==> config.mk <==
export PLATFORM = sky130hd
export DESIGN_NAME = wb_reg_file
export DESIGN_NICKNAME = d
export VERILOG_FILES = /design/src/rtl/wb_reg_file_pkg.sv /design/src/rtl/reg_file.sv /design/src/rtl/wb_reg_file.sv
export SDC_FILE = /design/constraint.sdc
export NUM_CORES = 2
export LEC_CHECK = 0
export CAP_MARGIN = 20
export CORE_MARGIN = 2
export CORE_UTILIZATION = 35
export CTS_CLUSTER_DIAMETER = 200
export DETAILED_ROUTE_END_ITERATION = 10
export SETUP_SLACK_MARGIN = 0.4
export SYNTH_ARGS = -nofsm -noshare
export SYNTH_HDL_FRONTEND = slang
export SYNTH_SLANG_ARGS = --single-unit
==> constraint.sdc <==
create_clock -name clk -period 7.3 [get_ports clk]
set_clock_uncertainty 0.1 [all_clocks]
set_input_delay 1.46 -clock clk [delete_from_list [all_inputs] [get_ports clk]]
set_output_delay 1.46 -clock clk [all_outputs]
set_load 0.03 [all_outputs]
==> src/rtl/wb_reg_file_pkg.sv <==
// Shared pipeline package: register-file geometry and the MEM/WB pipeline
// register layout used by the write-back stage.
package wb_reg_file_pkg;

    localparam int REG_COUNT  = 32;
    localparam int REG_ADDR_W = 5;
    localparam int WORD_W     = 32;

    typedef logic [REG_ADDR_W-1:0] reg_addr_t;
    typedef logic [WORD_W-1:0]     word_t;

    // Fields carried by the MEM/WB pipeline register into write-back
    typedef struct packed {
        logic      wb_en;
        logic      mem_r_en;
        word_t     alu_res;
        word_t     mem_read_val;
        reg_addr_t dest;
    } mem_wb_t;

    // Value written back: memory read data for loads, ALU result otherwise
    function automatic word_t wb_select(input mem_wb_t f);
        return f.mem_r_en ? f.mem_read_val : f.alu_res;
    endfunction

endpackage

==> src/rtl/reg_file.sv <==
// 32 x 32 register array with one write port and two combinational read
// ports. Register 0 is never written and always reads as zero.
module reg_file
    import wb_reg_file_pkg::*;
(
    input  logic      clk,
    input  logic      rst,
    input  logic      we,
    input  reg_addr_t waddr,
    input  word_t     wdata,
    input  reg_addr_t raddr1,
    input  reg_addr_t raddr2,
    output word_t     rdata1,
    output word_t     rdata2
);

    word_t regs_q [REG_COUNT];
    word_t regs_d [REG_COUNT];

    // Next-state of the array: single write, index 0 excluded
    always_comb begin
        for (int i = 0; i < REG_COUNT; i++) begin
            regs_d[i] = regs_q[i];
        end
        if (we && (waddr != '0)) begin
            regs_d[waddr] = wdata;
        end
    end

    // Array storage, cleared asynchronously while rst is low
    always_ff @(posedge clk or negedge rst) begin
        if (!rst) begin
            for (int i = 0; i < REG_COUNT; i++) begin
                regs_q[i] <= '0;
            end
        end else begin
            for (int i = 0; i < REG_COUNT; i++) begin
                regs_q[i] <= regs_d[i];
            end
        end
    end

    // Read ports, zero latency; index 0 forced to zero
    always_comb begin
        rdata1 = (raddr1 == '0) ? '0 : regs_q[raddr1];
        rdata2 = (raddr2 == '0) ? '0 : regs_q[raddr2];
    end

endmodule

==> src/rtl/wb_reg_file.sv <==
// Write-back stage plus register file: write-back mux, committed-write
// counter and optional same-cycle write-through to the read ports.
// Build option: define WB_REG_FILE_BYPASS_EN to return the pending
// write-back value on a read of the register being written.
module wb_reg_file
    import wb_reg_file_pkg::*;
(
    input  logic                  clk,
    input  logic                  rst,
    input  logic                  WB_EN,
    input  logic                  MEM_R_EN,
    input  logic [WORD_W-1:0]     ALURes,
    input  logic [WORD_W-1:0]     memReadVal,
    input  logic [REG_ADDR_W-1:0] dest,
    input  logic [REG_ADDR_W-1:0] src1,
    input  logic [REG_ADDR_W-1:0] src2,
    output logic [WORD_W-1:0]     reg1,
    output logic [WORD_W-1:0]     reg2,
    output logic [WORD_W-1:0]     wbValue,
    output logic [WORD_W-1:0]     wbCount
);

    mem_wb_t mem_wb;
    logic    commit;
    word_t   rd1;
    word_t   rd2;
    word_t   wb_count_q;
    word_t   wb_count_d;

    // Write-back selection and commit qualifier; no reset dependence
    always_comb begin
        mem_wb  = '{wb_en: WB_EN, mem_r_en: MEM_R_EN, alu_res: ALURes,
                    mem_read_val: memReadVal, dest: dest};
        wbValue = wb_select(mem_wb);
        commit  = mem_wb.wb_en && (mem_wb.dest != '0);
    end

    reg_file u_reg_file (
        .clk    (clk),
        .rst    (rst),
        .we     (commit),
        .waddr  (dest),
        .wdata  (wbValue),
        .raddr1 (src1),
        .raddr2 (src2),
        .rdata1 (rd1),
        .rdata2 (rd2)
    );

    // Read outputs, with write-through of the pending value when enabled
    always_comb begin
`ifdef WB_REG_FILE_BYPASS_EN
        reg1 = (commit && (src1 == dest)) ? wbValue : rd1;
        reg2 = (commit && (src2 == dest)) ? wbValue : rd2;
`else
        reg1 = rd1;
        reg2 = rd2;
`endif
    end

    // Committed-write count, wraps naturally at 2^32
    always_comb begin
        wb_count_d = commit ? wb_count_q + 32'd1 : wb_count_q;
        wbCount    = wb_count_q;
    end

    // Counter storage, cleared asynchronously while rst is low
    always_ff @(posedge clk or negedge rst) begin
        if (!rst) begin
            wb_count_q <= '0;
        end else begin
            wb_count_q <= wb_count_d;
        end
    end

endmodule

== Word level (Yosys, flattened, before mapping) ==
Cells that the tools add are included.
Storage, ports and cells
  register bits after elaboration: 1056
  input port bits: 83
  word-level logic and storage cells: 59
  output and inout port bits: 128
Cells by class
  magnitude comparators: 4
  bitwise operators: 3
  mux-type cells: 12
  $add $sub $neg: 1
  reductions and logical operators: 6
Operators with widths (number)
  bitwise mux 1024 bit: 1
  binary-select mux 32 bit (select 5 bit): 2
  2-to-1 mux 32 bit: 8
  demux 32 bit (select 5 bit): 1
  adder 32 x 1 -> 32 bit, second input constant: 1
  >= comparator 6 bit, second input constant: 3
  inverter 5 -> 6 bit: 3
  zero test 5 bit: 2
  less-than comparator 6 x 1 -> 1 bit, second input constant: 1
  nonzero test 5 bit: 1
  logical AND 1 bit: 3

== Logic depth before layout (Yosys ltp) ==
  depth in word-level cells: 6
  mapped depth: 10
  gate-level depth less buffers: 5

== Modules after synthesis ==
From an unflattened synthesis, not the netlist that was laid out.
Second synthesis, totals
  cells, all modules: 3673
  area total of the unflattened synthesis: 55858.6 um2
By module, submodules not included
  reg_file: cells an instance 3514, seq. area each 25624.6 um2, area each 54019.3 um2, instances 1
  wb_reg_file: cells an instance 159, seq. area each 800.8 um2, area each 1839.3 um2, instances 1

== Worst setup path after synthesis ==
OpenSTA, ideal clock, no wires.
  path type: input to output
  start point: in src1[0]
  end point: out reg1[26]
  required time: 5740 ps
  stages: 8
  buffers on the path: 4
  path slack: 2260 ps
  data arrival time: 3480 ps
  path through: buf_4 > buf_6 > buf_4 > and2_1 > buf_2 > a22oi_1 > a21oi_1 > nor4_1
On the way
  word-level cells in the longest chain between the ends: 5
  elaborated cells on any way between the ends: 6
  those cells by class: 4 x mux; 1 x bitwise; 1 x reduce/logical
RTL lines
  from (decl): line wb_reg_file.sv:15  | input logic [REG_ADDR_W-1:0] src1,
  inverter 5 -> 6 bit (implied by the code): line reg_file.sv:45  | rdata1 = (raddr1 == '0) ? '0 : regs_q[raddr1];
  binary-select mux 32 bit (select 5 bit): line reg_file.sv:45
  2-to-1 mux 32 bit (implied by the code) (2 in series): line reg_file.sv:45
  2-to-1 mux 32 bit *: line reg_file.sv:45
  to (decl): line wb_reg_file.sv:17  | output logic [WORD_W-1:0] reg1,
Mark *: on every way between the ends. The rest lies on a longest branch, timed or not. The select of a mux whose other input is x is not followed.

== Worst setup path in the final report ==
  start point: in src1[3]
  end point: out reg1[13]
The elaborated chain is that of the path after synthesis.

==> run metrics <==
Setup-failing EPs final 0; Syn-to-layout area delta 15.3%; via count 42300; Place WS just under 0.9 ns; Lkg Pwr 26.2 nW; Seq/Total Area, Yosys 0.490; GRT overflow 0; CTS Sinks 1043; most frequent cells in the layout 1043 x dfrtp_1, 657 x nand2_1, 630 x o21ai_0; post-DP HPWL about 130000 um; core area approximately 0.15 mm2; last weighted congestion value of the routability-driven placer 0.887; CTS clk-pin slew, worst paths 0.06 ns; CTS max path bufs 3; kind of end point of the critical path output port; CTS tree yes; Pwr Density between 200 and 300 mW/mm2; largest net degree at the start of global routing about 170; Adder-Cell Fraction of Synth Area 0.000235; Die W roughly 390 um; commonest non-fill, non-tap cell in the layout dfrtp_1; final wirelength between 200000 and 250000 um; crit path DAT between 4 and 5 ns; nets roughly 5000; status complete, no violations; num rows between 100 and 150; Worst Path Max Fanout 16; 1st-pass router iterations 6; WL per Instance approximately 29 um; endpoints failing hold 0; placed cell count 6891; fin worst setup slack 0.767 ns; IO Count roughly 210; vias in the first global route between 40000 and 50000; GRT Total Usage 0.259; share of cells above drive strength 1 0.162; Critical Path RT between 5 and 6 ns; Initial Util 0.352; syn nets 5109; Startpoint Class primary input; Synth Area in Simple Gates 0.0986; DR iter-0 viols 4841; Max-Slew Margin vs Limit 0.189; # fillers 14600; mux contribution to synthesized area 0.211; Post-CTS Hold Buffers 0; die height about 390 um; Hold WS 0.274 ns; Primary FF master, synth dfrtp_1; Final Instance Area about 0.061 mm2; asr flop ratio synth 1.00; largest family of logic cells by synthesized area multiplexers; TNS Setup 0 ns; worst slew pin tran around 1.2 ns; Final Util 0.406; Vias/cell between 5 and 6; initial antenna violation count 7; global-route wire length before repair a little under 300000 um; unique cell type count in the Yosys netlist 45; Final period util 0.895; Clk Latency, worst-skew pair roughly 0.73 ns; setup bufs post-CTS 0; Min-Delay Path Class reg -> reg; Setup CP Type in -> out; drt drc 0; Syn Inst Count roughly 5000; Compound-Gate Fraction of Synth Area 0.148; post_cts resized 0; RSZ-0062 raised after global routing false; Slew Viols, Final 0; post-route antenna net violation count 0; Synth warnings 0; cts bufs inserted 110; Pwr Total ~18 mW; port buffer count 210; htree depth 3; Max-Cap Viols 0; post-layout minimum cycle time approximately 6.5 ns; post-placement cell area about 0.058 mm2; Mean Syn Cell Area 10.6 um2; clk root buf clkbuf_16; FF+latch count, synth ~1000; Synth Cell Area about 0.053 mm2; FMAX around 150 MHz; xor/xnor share of the synthesized area 0.00509; die area between 0.15 and 0.2 mm2; fin cells approximately 7100; Max VDD drop 0.000193 V; EDFF count, synth 0
==> power breakdown <==
group          internal [mW]  switching (mW)
registers               6.98           0.951
logic                   1.82            2.15
clock network           3.51            2.46
==> layer usage <==
| metal | vias up | part of all wire | track usage |
|---|---|---|---|
| met5 | - | 0.00016 | 0 |
| met4 | 4 | 0.048 | 0.110 |
| met3 | 460 | 0.11 | 0.0716 |
| met2 | 2331 | 0.44 | 0.384 |
| met1 | 21400 | 0.40 | 0.354 |
| li1 | 18100 | - | - |
==> cells in the mapped netlist, drive strengths merged, types with 2 or more instances <==
cell type  count  area (um2)
a211oi         2        15.0
a21oi        416        2080
a221o         27         270
a221oi        85         744
a22o           8        70.1
a22oi         97         728
and2           8        50.1
and3          18         113
and3b          4        35.0
and4           2        17.5
buf          155        1020
clkbuf       373        1400
dfrtp       1043       26100
inv           32         120
mux2          55         619
mux2i        342        3420
mux4         319        7180
nand2        661        2480
nand2b        13        81.3
nand3         52         260
nand3b        12        90.1
nand4         17         106
nor2         419        1570
nor2b         10        62.6
nor3          24         120
nor3b          6        45.0
nor4          17         113
o211ai        22         165
o21ai        630        3150
o22ai        106         663
or2            3        18.8
or3            9        56.3
or3b           4        35.0
xnor2         28         245
xor2           3        26.3
==> cell families after synthesis <==
| group | after synthesis |
|---|---|
| flops | 1043 |
| fa+ha+maj | 1 |
| compound gates | 1395 |
| buf+inv | 560 |
| xor+xnor | 31 |
| simple gates | 1279 |
| mux | 716 |
==> worst max-delay path, cell delays in order <==
cell,delay (ns)
clkdlybuf4s50_1,0.78
buf_4,0.34
nor2_1,0.88
a22oi_1,0.25
nand3_1,0.16
o211ai_1,0.35
clkdlybuf4s50_1,0.72
==> final cells by class <==
class | count | area, um2 | area share
Timing Repair Buffer | 371 | 3590 | 0.0584
Inverter | 32 | 120 | 0.00195
Clock inverter | 35 | 504 | 0.00820
Multi-Input combinational cell | 3422 | 25300 | 0.412
Clock buffer | 169 | 3290 | 0.0535
Sequential cell | 1043 | 26100 | 0.424
Tap cell | 2030 | 2540 | 0.0413
Antenna cell | 5 | 12.5 | 0.000203
==> final timing paths <==
path,startpoint,endpoint,slack [ns],cells past startpoint
worst max-delay path,src1[3],reg1[13],0.77,7
worst min-delay path,u_reg_file.regs_q[1011],u_reg_file.regs_q[1011],0.27,0
worst max register to register,wbCount[2],wbCount[31],5.15,4
worst min register to register,u_reg_file.regs_q[1011],u_reg_file.regs_q[1011],0.27,0
max in group asynchronous,rst,u_reg_file.regs_q[732],4.84,2
min in group asynchronous,rst,u_reg_file.regs_q[164],0.68,1
==> registers in the layout (all words and copies together) (netlist names) <==
register and cells:
wbCount 32, u_reg_file.regs_q 1011
Note: power is estimated with default switching activity, not from simulation.
